`src/rtl/lsu_pkg.sv`:
```
// ---------------------------------------------------------------------------
// lsu_pkg: shared types, constants and access helpers for load_store_unit.
//
// Contents:
//   funct3_e     - RISC-V load/store funct3 encodings (SB/SH/SW alias LB/LH/LW)
//   lsu_state_e  - load_store_unit FSM states
//   BE_*         - base byte-enable patterns, shifted by the address offset
//   access_legal - funct3 legality plus natural-alignment check
//   byte_enable  - byte enables for an access size and offset
//   store_lanes  - store data replicated across every lane of the access size
// ---------------------------------------------------------------------------
package lsu_pkg;

    typedef enum logic [2:0] {
        LB  = 3'd0,
        LH  = 3'd1,
        LW  = 3'd2,
        LBU = 3'd4,
        LHU = 3'd5
    } funct3_e;

    // Stores share the signed-load encodings.
    localparam funct3_e SB = LB;
    localparam funct3_e SH = LH;
    localparam funct3_e SW = LW;

    typedef enum logic [1:0] {
        IDLE,
        REQ,
        RESP
    } lsu_state_e;

    localparam logic [3:0] BE_BYTE = 4'b0001;
    localparam logic [3:0] BE_HALF = 4'b0011;
    localparam logic [3:0] BE_WORD = 4'b1111;

    // True when funct3 is valid for the direction and the address is
    // naturally aligned for the access size.
    function automatic logic access_legal(input logic       is_store,
                                          input logic [2:0] funct3,
                                          input logic [1:0] offset);
        logic ok;
        ok = 1'b0;
        case (funct3)
            LB:      ok = 1'b1;
            LH:      ok = ~offset[0];
            LW:      ok = (offset == 2'b00);
            LBU:     ok = ~is_store;
            LHU:     ok = ~is_store & ~offset[0];
            default: ok = 1'b0;
        endcase
        return ok;
    endfunction

    function automatic logic [3:0] byte_enable(input logic [2:0] funct3,
                                               input logic [1:0] offset);
        logic [3:0] be;
        case (funct3)
            LB, LBU: be = BE_BYTE << offset;
            LH, LHU: be = BE_HALF << offset;
            default: be = BE_WORD;
        endcase
        return be;
    endfunction

    // Replicating the data means memory picks the right lane with the byte
    // enables alone; no shifter is needed on the write path.
    function automatic logic [31:0] store_lanes(input logic [2:0]  funct3,
                                                input logic [31:0] wdata);
        logic [31:0] lanes;
        case (funct3)
            SB:      lanes = {4{wdata[7:0]}};
            SH:      lanes = {2{wdata[15:0]}};
            default: lanes = wdata;
        endcase
        return lanes;
    endfunction

endpackage

```
`src/rtl/load_store_unit_if.sv`:
```
// ---------------------------------------------------------------------------
// load_store_unit_if: groups the execute-stage request/response signals and
// the data-memory req/ack bus of load_store_unit.
//
// Signals (names seen from the load/store unit):
//   req_valid_i/req_ready_o, is_store_i, funct3_i, addr_i, wdata_i, rd_i
//   resp_valid_o, rdata_o, rd_o, err_o, stall_o
//   mem_req_o, mem_we_o, mem_be_o, mem_addr_o, mem_wdata_o, mem_ack_i,
//   mem_rdata_i
//
// Modports:
//   slave  - the load/store unit itself
//   master - the environment (pipeline and data memory)
// ---------------------------------------------------------------------------
interface load_store_unit_if #(
    parameter int unsigned DATA_WIDTH = 32
);
    logic                  req_valid_i;
    logic                  req_ready_o;
    logic                  is_store_i;
    logic [2:0]            funct3_i;
    logic [DATA_WIDTH-1:0] addr_i;
    logic [DATA_WIDTH-1:0] wdata_i;
    logic [4:0]            rd_i;

    logic                  resp_valid_o;
    logic [DATA_WIDTH-1:0] rdata_o;
    logic [4:0]            rd_o;
    logic                  err_o;
    logic                  stall_o;

    logic                  mem_req_o;
    logic                  mem_we_o;
    logic [3:0]            mem_be_o;
    logic [DATA_WIDTH-1:0] mem_addr_o;
    logic [DATA_WIDTH-1:0] mem_wdata_o;
    logic                  mem_ack_i;
    logic [DATA_WIDTH-1:0] mem_rdata_i;

    modport slave (
        input  req_valid_i, is_store_i, funct3_i, addr_i, wdata_i, rd_i,
        input  mem_ack_i, mem_rdata_i,
        output req_ready_o, resp_valid_o, rdata_o, rd_o, err_o, stall_o,
        output mem_req_o, mem_we_o, mem_be_o, mem_addr_o, mem_wdata_o
    );

    modport master (
        output req_valid_i, is_store_i, funct3_i, addr_i, wdata_i, rd_i,
        output mem_ack_i, mem_rdata_i,
        input  req_ready_o, resp_valid_o, rdata_o, rd_o, err_o, stall_o,
        input  mem_req_o, mem_we_o, mem_be_o, mem_addr_o, mem_wdata_o
    );

endinterface

```
`src/rtl/load_extend.sv`:
```
// ---------------------------------------------------------------------------
// load_extend: selects the addressed lane of a read word and sign- or
// zero-extends it to 32 bits. Purely combinational.
//
// Ports:
//   i_word    [31:0] word returned by data memory
//   i_offset  [1:0]  byte offset of the access (addr[1:0])
//   i_funct3  [2:0]  load funct3 (LB/LH/LW/LBU/LHU)
//   o_result  [31:0] extended load data
// ---------------------------------------------------------------------------
module load_extend
    import lsu_pkg::*;
(
    input  logic [31:0] i_word,
    input  logic [1:0]  i_offset,
    input  logic [2:0]  i_funct3,
    output logic [31:0] o_result
);

    logic [7:0]  w_byte;
    logic [15:0] w_half;

    assign w_byte = i_word[{i_offset, 3'b000} +: 8];
    // Halves are aligned, so only offset bit 1 picks the lane.
    assign w_half = i_offset[1] ? i_word[31:16] : i_word[15:0];

    always_comb begin
        o_result = i_word;
        case (i_funct3)
            LB:      o_result = {{24{w_byte[7]}}, w_byte};
            LH:      o_result = {{16{w_half[15]}}, w_half};
            LBU:     o_result = {24'd0, w_byte};
            LHU:     o_result = {16'd0, w_half};
            default: o_result = i_word;
        endcase
    end

endmodule

```
`src/rtl/load_store_unit.sv`:
```
// ---------------------------------------------------------------------------
// load_store_unit: memory stage behind the execute-stage ALU. Accepts one
// load/store at a time, performs a single aligned access over a req/ack
// memory handshake and returns extended load data for writeback. Illegal or
// misaligned requests skip memory and complete with err_o set.
//
// Ports:
//   clk  - clock, rising edge
//   rst  - asynchronous, active-high reset
//   bus  - load_store_unit_if.slave: execute-stage request, writeback
//          response, stall and data-memory bus
//
// Parameters:
//   DATA_WIDTH     - data/address width, only 32 is supported
//   TIMEOUT_CYCLES - REQ watchdog limit, used only with LSU_TIMEOUT_EN
//
// Configuration macro:
//   LSU_TIMEOUT_EN - when defined, an access with no ack after
//                    TIMEOUT_CYCLES REQ cycles is aborted with err_o = 1.
//                    When undefined, REQ waits for the ack indefinitely.
// ---------------------------------------------------------------------------
module load_store_unit
    import lsu_pkg::*;
#(
    parameter int unsigned DATA_WIDTH     = 32,
    parameter int unsigned TIMEOUT_CYCLES = 255
) (
    input  logic             clk,
    input  logic             rst,
    load_store_unit_if.slave bus
);

    if (DATA_WIDTH != 32 || TIMEOUT_CYCLES == 0) begin : g_param_check
        $error("load_store_unit: DATA_WIDTH must be 32 and TIMEOUT_CYCLES nonzero");
    end

    lsu_state_e            r_state, w_state_d;

    // Request fields captured at accept.
    logic                  r_is_store, w_is_store_d;
    logic [2:0]            r_funct3, w_funct3_d;
    logic [DATA_WIDTH-1:0] r_addr, w_addr_d;
    logic [DATA_WIDTH-1:0] r_wdata, w_wdata_d;
    logic [4:0]            r_rd, w_rd_d;

    // Writeback results, updated only on entry to RESP.
    logic [DATA_WIDTH-1:0] r_rdata, w_rdata_d;
    logic [4:0]            r_rd_out, w_rd_out_d;
    logic                  r_err, w_err_d;

    logic                  w_ready;
    logic                  w_req_legal;
    logic                  w_tmo_expired;
    logic [31:0]           w_load_data;

    assign w_ready     = (r_state == IDLE);
    assign w_req_legal = access_legal(bus.is_store_i, bus.funct3_i, bus.addr_i[1:0]);

    load_extend u_load_extend (
        .i_word   (bus.mem_rdata_i),
        .i_offset (r_addr[1:0]),
        .i_funct3 (r_funct3),
        .o_result (w_load_data)
    );

`ifdef LSU_TIMEOUT_EN
    localparam int unsigned     TMO_W    = $clog2(TIMEOUT_CYCLES + 1);
    localparam logic [TMO_W-1:0] TMO_LAST = TMO_W'(TIMEOUT_CYCLES - 1);

    logic [TMO_W-1:0] r_tmo_cnt;

    // Counts REQ cycles already spent; zero outside REQ, so it restarts on
    // every entry to REQ.
    always_ff @(posedge clk or posedge rst) begin
        if (rst) begin
            r_tmo_cnt <= '0;
        end else if (r_state != REQ) begin
            r_tmo_cnt <= '0;
        end else begin
            r_tmo_cnt <= r_tmo_cnt + 1'b1;
        end
    end

    // Fires in the last permitted REQ cycle if that cycle brings no ack.
    assign w_tmo_expired = (r_state == REQ) && (r_tmo_cnt == TMO_LAST);
`else
    assign w_tmo_expired = 1'b0;
`endif

    always_comb begin
        w_state_d    = r_state;
        w_is_store_d = r_is_store;
        w_funct3_d   = r_funct3;
        w_addr_d     = r_addr;
        w_wdata_d    = r_wdata;
        w_rd_d       = r_rd;
        w_rdata_d    = r_rdata;
        w_rd_out_d   = r_rd_out;
        w_err_d      = r_err;

        unique case (r_state)
            IDLE: begin
                if (bus.req_valid_i) begin
                    w_is_store_d = bus.is_store_i;
                    w_funct3_d   = bus.funct3_i;
                    w_addr_d     = bus.addr_i;
                    w_wdata_d    = bus.wdata_i;
                    w_rd_d       = bus.rd_i;
                    if (w_req_legal) begin
                        w_state_d = REQ;
                    end else begin
                        // Bad request completes without touching memory.
                        w_state_d  = RESP;
                        w_err_d    = 1'b1;
                        w_rdata_d  = '0;
                        w_rd_out_d = bus.rd_i;
                    end
                end
            end
            REQ: begin
                if (bus.mem_ack_i) begin
                    w_state_d  = RESP;
                    w_err_d    = 1'b0;
                    w_rdata_d  = r_is_store ? '0 : w_load_data;
                    w_rd_out_d = r_rd;
                end else if (w_tmo_expired) begin
                    w_state_d  = RESP;
                    w_err_d    = 1'b1;
                    w_rdata_d  = '0;
                    w_rd_out_d = r_rd;
                end
            end
            RESP: begin
                w_state_d = IDLE;
            end
            default: begin
                w_state_d = IDLE;
            end
        endcase
    end

    always_ff @(posedge clk or posedge rst) begin
        if (rst) begin
            r_state    <= IDLE;
            r_is_store <= 1'b0;
            r_funct3   <= 3'd0;
            r_addr     <= '0;
            r_wdata    <= '0;
            r_rd       <= 5'd0;
            r_rdata    <= '0;
            r_rd_out   <= 5'd0;
            r_err      <= 1'b0;
        end else begin
            r_state    <= w_state_d;
            r_is_store <= w_is_store_d;
            r_funct3   <= w_funct3_d;
            r_addr     <= w_addr_d;
            r_wdata    <= w_wdata_d;
            r_rd       <= w_rd_d;
            r_rdata    <= w_rdata_d;
            r_rd_out   <= w_rd_out_d;
            r_err      <= w_err_d;
        end
    end

    // Core-side outputs.
    assign bus.req_ready_o  = w_ready;
    assign bus.stall_o      = bus.req_valid_i & ~w_ready;
    assign bus.resp_valid_o = (r_state == RESP);
    assign bus.rdata_o      = r_rdata;
    assign bus.rd_o         = r_rd_out;
    assign bus.err_o        = r_err;

    // Memory-side outputs come straight from state and captured fields, so
    // they hold steady for the whole REQ phase and drop with an async reset.
    assign bus.mem_req_o   = (r_state == REQ);
    assign bus.mem_we_o    = (r_state == REQ) & r_is_store;
    assign bus.mem_be_o    = byte_enable(r_funct3, r_addr[1:0]);
    assign bus.mem_addr_o  = {r_addr[DATA_WIDTH-1:2], 2'b00};
    assign bus.mem_wdata_o = store_lanes(r_funct3, r_wdata);

endmodule

```
`src/flat_wrapper.sv`:
```
// flat-port wrapper written by rule: the top's interface ports become plain ports
module load_store_unit_flat import lsu_pkg::*;
#(
    parameter int unsigned DATA_WIDTH     = 32,
    parameter int unsigned TIMEOUT_CYCLES = 255
)
  (clk, rst, bus_req_valid_i, bus_is_store_i, bus_funct3_i, bus_addr_i, bus_wdata_i, bus_rd_i, bus_mem_ack_i, bus_mem_rdata_i, bus_req_ready_o, bus_resp_valid_o, bus_rdata_o, bus_rd_o, bus_err_o, bus_stall_o, bus_mem_req_o, bus_mem_we_o, bus_mem_be_o, bus_mem_addr_o, bus_mem_wdata_o);
  load_store_unit_if #(.DATA_WIDTH(DATA_WIDTH)) bus_i ();
  input  logic clk;
  input  logic rst;
  input wire logic [$bits(bus_i.req_valid_i)-1:0] bus_req_valid_i;
  input wire logic [$bits(bus_i.is_store_i)-1:0] bus_is_store_i;
  input wire logic [$bits(bus_i.funct3_i)-1:0] bus_funct3_i;
  input wire logic [$bits(bus_i.addr_i)-1:0] bus_addr_i;
  input wire logic [$bits(bus_i.wdata_i)-1:0] bus_wdata_i;
  input wire logic [$bits(bus_i.rd_i)-1:0] bus_rd_i;
  input wire logic [$bits(bus_i.mem_ack_i)-1:0] bus_mem_ack_i;
  input wire logic [$bits(bus_i.mem_rdata_i)-1:0] bus_mem_rdata_i;
  output wire logic [$bits(bus_i.req_ready_o)-1:0] bus_req_ready_o;
  output wire logic [$bits(bus_i.resp_valid_o)-1:0] bus_resp_valid_o;
  output wire logic [$bits(bus_i.rdata_o)-1:0] bus_rdata_o;
  output wire logic [$bits(bus_i.rd_o)-1:0] bus_rd_o;
  output wire logic [$bits(bus_i.err_o)-1:0] bus_err_o;
  output wire logic [$bits(bus_i.stall_o)-1:0] bus_stall_o;
  output wire logic [$bits(bus_i.mem_req_o)-1:0] bus_mem_req_o;
  output wire logic [$bits(bus_i.mem_we_o)-1:0] bus_mem_we_o;
  output wire logic [$bits(bus_i.mem_be_o)-1:0] bus_mem_be_o;
  output wire logic [$bits(bus_i.mem_addr_o)-1:0] bus_mem_addr_o;
  output wire logic [$bits(bus_i.mem_wdata_o)-1:0] bus_mem_wdata_o;
  assign bus_i.req_valid_i = bus_req_valid_i;
  assign bus_i.is_store_i = bus_is_store_i;
  assign bus_i.funct3_i = bus_funct3_i;
  assign bus_i.addr_i = bus_addr_i;
  assign bus_i.wdata_i = bus_wdata_i;
  assign bus_i.rd_i = bus_rd_i;
  assign bus_i.mem_ack_i = bus_mem_ack_i;
  assign bus_i.mem_rdata_i = bus_mem_rdata_i;
  assign bus_req_ready_o = bus_i.req_ready_o;
  assign bus_resp_valid_o = bus_i.resp_valid_o;
  assign bus_rdata_o = bus_i.rdata_o;
  assign bus_rd_o = bus_i.rd_o;
  assign bus_err_o = bus_i.err_o;
  assign bus_stall_o = bus_i.stall_o;
  assign bus_mem_req_o = bus_i.mem_req_o;
  assign bus_mem_we_o = bus_i.mem_we_o;
  assign bus_mem_be_o = bus_i.mem_be_o;
  assign bus_mem_addr_o = bus_i.mem_addr_o;
  assign bus_mem_wdata_o = bus_i.mem_wdata_o;
  load_store_unit #(.DATA_WIDTH(DATA_WIDTH), .TIMEOUT_CYCLES(TIMEOUT_CYCLES)) u_core (.clk(clk), .rst(rst), .bus(bus_i));
endmodule
```
`config.mk`:
```
export PLATFORM = sky130hd
export DESIGN_NAME = load_store_unit_flat
export DESIGN_NICKNAME = d
export VERILOG_FILES = /design/src/rtl/lsu_pkg.sv /design/src/rtl/load_store_unit_if.sv /design/src/rtl/load_extend.sv /design/src/rtl/load_store_unit.sv /design/src/flat_wrapper.sv
export SDC_FILE = /design/constraint.sdc
export NUM_CORES = 1
export LEC_CHECK = 0
export BUFFER_PORTS_ARGS = -buffer_cell sky130_fd_sc_hd__buf_2
export CAP_MARGIN = 20
export CORE_UTILIZATION = 44
export DETAILED_ROUTE_END_ITERATION = 8
export HOLD_SLACK_MARGIN = 0.15
export PLACE_DENSITY = 0.77
export SYNTH_ARGS = -nofsm -noshare
export SYNTH_HDL_FRONTEND = slang
export SYNTH_SLANG_ARGS = --single-unit
```
`constraint.sdc`:
```
create_clock -name clk -period 3.3 [get_ports clk]
set_clock_uncertainty 0.1 [all_clocks]
set_input_delay 0.495 -clock clk [delete_from_list [all_inputs] [get_ports clk]]
set_output_delay 0.495 -clock clk [all_outputs]
set_load 0.01 [all_outputs]
```
==> flow_summary.yaml <==
critical_path:
  path_max_fanout: 24
  worstSetupStartpointType: "flop"
  crit_path_start: "u_core.r_funct3[1]"
  cp-end-kind: "primary output"
  reg2reg_from: "u_core.r_addr[1]"
  worstSetupPathType: "flop to primary output"
  critPathArrivalTime_ps: 2100
  crit_required_ps: 2700
routing:
  wl_per_cell_um: 16.4
  drc: 0
  antenna_left: 0
  via_per_inst: 5.24
  totalWireLength_mm: 13.3
  vias: 4234
  drt_iter0_markers: 215
  drtPass1Iterations: 4
cts:
  cts_tree: "done"
  cts_sinks: 113
  htreeDepth: 4
  cts-root-buf: "clkbuf_16"
  cts_buffers: 17
  clk_pin_slew_ps: 50
  clock_path_buffers: 2
  insertion_delay_ps: 410
  postCtsSetupRepairBufs: 0
  cts_hold_buf: 0
  cts_resized: 0
synthesis:
  avgSynthCellArea_sq_um: 12.3
  synth_edf_count: 0
  yosysUniqueCellTypes: 41
  synth_top_family_by_area: "multiplexers"
  synth_cells: 449
  synth_fa_ha_area_share_pct: 0
  synth_xor_area_share_pct: 0
  ys.flop_type: "dfrtp_1"
  synth-seq-area-share_pct: 51.3
  synth_area_sq_um: 5510
  synth_warnings: 0
  yosys_register_bits: 113
  synthSimpleGateAreaFrac_pct: 4.54
  synth.area.mux_share_pct: 22.7
  synth_compound_area_share_pct: 12.2
  async_reset_ff_share_pct: 100
hold_path:
  hp-class: "input pin to async pin"
sta:
  setup_viol: 0
  worst_pin_slew_ps: 760
  clock.fmax_mhz: 372
  finalMaxSlewViolations: 0
  rsz0062_at_grt: "false"
  slew_headroom_pct: 49.3
  period_minus_slack_ps: 2690
  hold_viol: 0
  finalSetupTns_ps: 0
  timing.final.crit_share_pct: 81.5
die:
  core_sq_um: 12100
  row_count: 40
  start_util_pct: 45.5
  dieArea_sq_um: 13000
  top_level_ports: 220
  die_y_um: 114
  die_x_um: 114
global_route:
  grt_max_degree: 114
  grt_antenna_before_repair: 0
  overflow: 0
  grt_pass1_vias: 4210
  grt_pass1_wl_mm: 20.8
  grtUsageTotal_pct: 21.0
power:
  p_leak_nw: 3.47
  power.total_mw: 5.51
  pwr_density_cell_nw_per_um2: 780
  peakVddDrop_uv: 444
placed_design:
  dp_hpwl_mm: 9.63
  placed_cell_area_sq_um: 6450
  port_buffers: 217
  place_congestion: 0.889
final_layout:
  synthToLayoutAreaGrowth_pct: 28.2
  design_area_sq_um: 7060
  n_antenna_cell: 0
  drive_gt1_share_pct: 55.9
  nets: 736
run_status:
  status: "complete, no violations"
run:
  cap_violations: 0
-- final timing paths --
| kind | endpoint | slack [ps] | depth (start not counted) |
|---|---|---|---|
| min in group clk | u_core.r_addr[5] | 220 | 2 |
| max reg2reg | u_core.bus.rdata_o[10] | 1030 | 5 |
| max | bus_mem_wdata_o[16] | 610 | 4 |
| min | u_core.r_addr[28] | 160 | 3 |
| min reg2reg | u_core.bus.rdata_o[2] | 370 | 2 |
| max in group asynchronous | u_core.bus.rdata_o[12] | 2510 | 3 |
-- per-stage QoR --
step | hold WS, ps | cells | worst slack, ps | util, %
2_1_floorplan | 377 | 450 | 1270 | -
3_3_place_gp | 365 | 776 | 1000 | 53.3
3_5_place_dp | 364 | 776 | 946 | 53.3
4_1_cts | 176 | 808 | 607 | 58.3
5_1_grt | 200 | 808 | 493 | 58.3
6_report | 165 | 808 | 610 | 58.3
-- registers in the layout, indices dropped and copies added (netlist names) --
| signal | flops |
|---|---|
| u_core.r_is_store | 1 |
| u_core.r_state | 2 |
| u_core.bus.rd_o | 5 |
| u_core.r_wdata | 32 |
| u_core.r_funct3 | 3 |
| u_core.r_addr | 32 |
| u_core.bus.err_o | 1 |
| u_core.r_rd | 5 |
| u_core.bus.rdata_o | 32 |
-- worst max-delay path: stages (launching register included) --
cell	delay (ps)
dfrtp_1	650
nor2_2	200
buf_4	300
mux2_2	390
buf_2	140
-- final cells by class --
class	count	area (sq um)
fillers	1044	5050
flip-flops and latches	113	2830
multi-input cells	256	2190
repair buffers	227	1170
clock buffers	28	517
well taps	168	210
clock inverters	4	95.1
inverters	12	48.8
-- synth_stat cells (all sizes together) (5+ instances only) --
master / n / area share [%]
a22o: 8 / 1.3
nand2: 14 / 0.95
o21ai: 19 / 1.7
nor2: 13 / 0.93
clkbuf: 8 / 0.55
a221o: 17 / 3.1
nor3: 5 / 0.55
dfrtp: 113 / 51
mux2i: 17 / 3.1
inv: 12 / 0.82
buf: 61 / 7.7
a21oi: 25 / 2.3
mux2: 96 / 20
-- cell families after synthesis --
logic type	Yosys count
simple gates	47
mux	113
buf+inv	81
flops	113
other cells	1
compound gates	94
-- cell usage in the layout, fill, tap and decap left out, types with 2 or more instances in the layout --
| master | instances |
|---|---|
| buf_4 | 9 |
| nor3_1 | 4 |
| nor2b_1 | 4 |
| buf_2 | 217 |
| nor2_1 | 11 |
| mux2_2 | 96 |
| o31ai_1 | 2 |
| o41ai_1 | 3 |
| a211oi_1 | 3 |
| conb_1 | 2 |
| inv_1 | 11 |
| bufinv_16 | 3 |
| o21ai_0 | 19 |
| a21oi_1 | 25 |
| mux2i_1 | 17 |
| clkbuf_1 | 6 |
| nor2_2 | 2 |
| dfrtp_1 | 113 |
| nand2_1 | 14 |
| o221ai_1 | 3 |
| a21o_1 | 3 |
| a22o_1 | 8 |
| a22oi_1 | 2 |
| a221o_1 | 17 |
| nand3b_1 | 2 |
| o22ai_1 | 4 |
| nand2b_1 | 2 |
| clkbuf_16 | 17 |
| clkbuf_8 | 5 |
-- metal layers --
metal,GRT usage [%],share of wire [%],up-vias
li1,-,-,1941
met1,24.8,41,2058
met2,33.8,48,201
met3,6.80,8.0,34
met4,11.9,3.1,0
met5,0,0,-
-- power by group --
group / internal [mW] / switching (mW) / leakage, nW / total, mW
Sequential: 1.72 / 0.267 / 1.39 / 1.99
Clock: 1.29 / 0.586 / 0.299 / 1.87
Combinational: 0.814 / 0.835 / 1.77 / 1.65
Power figures use the tool's default switching activity.
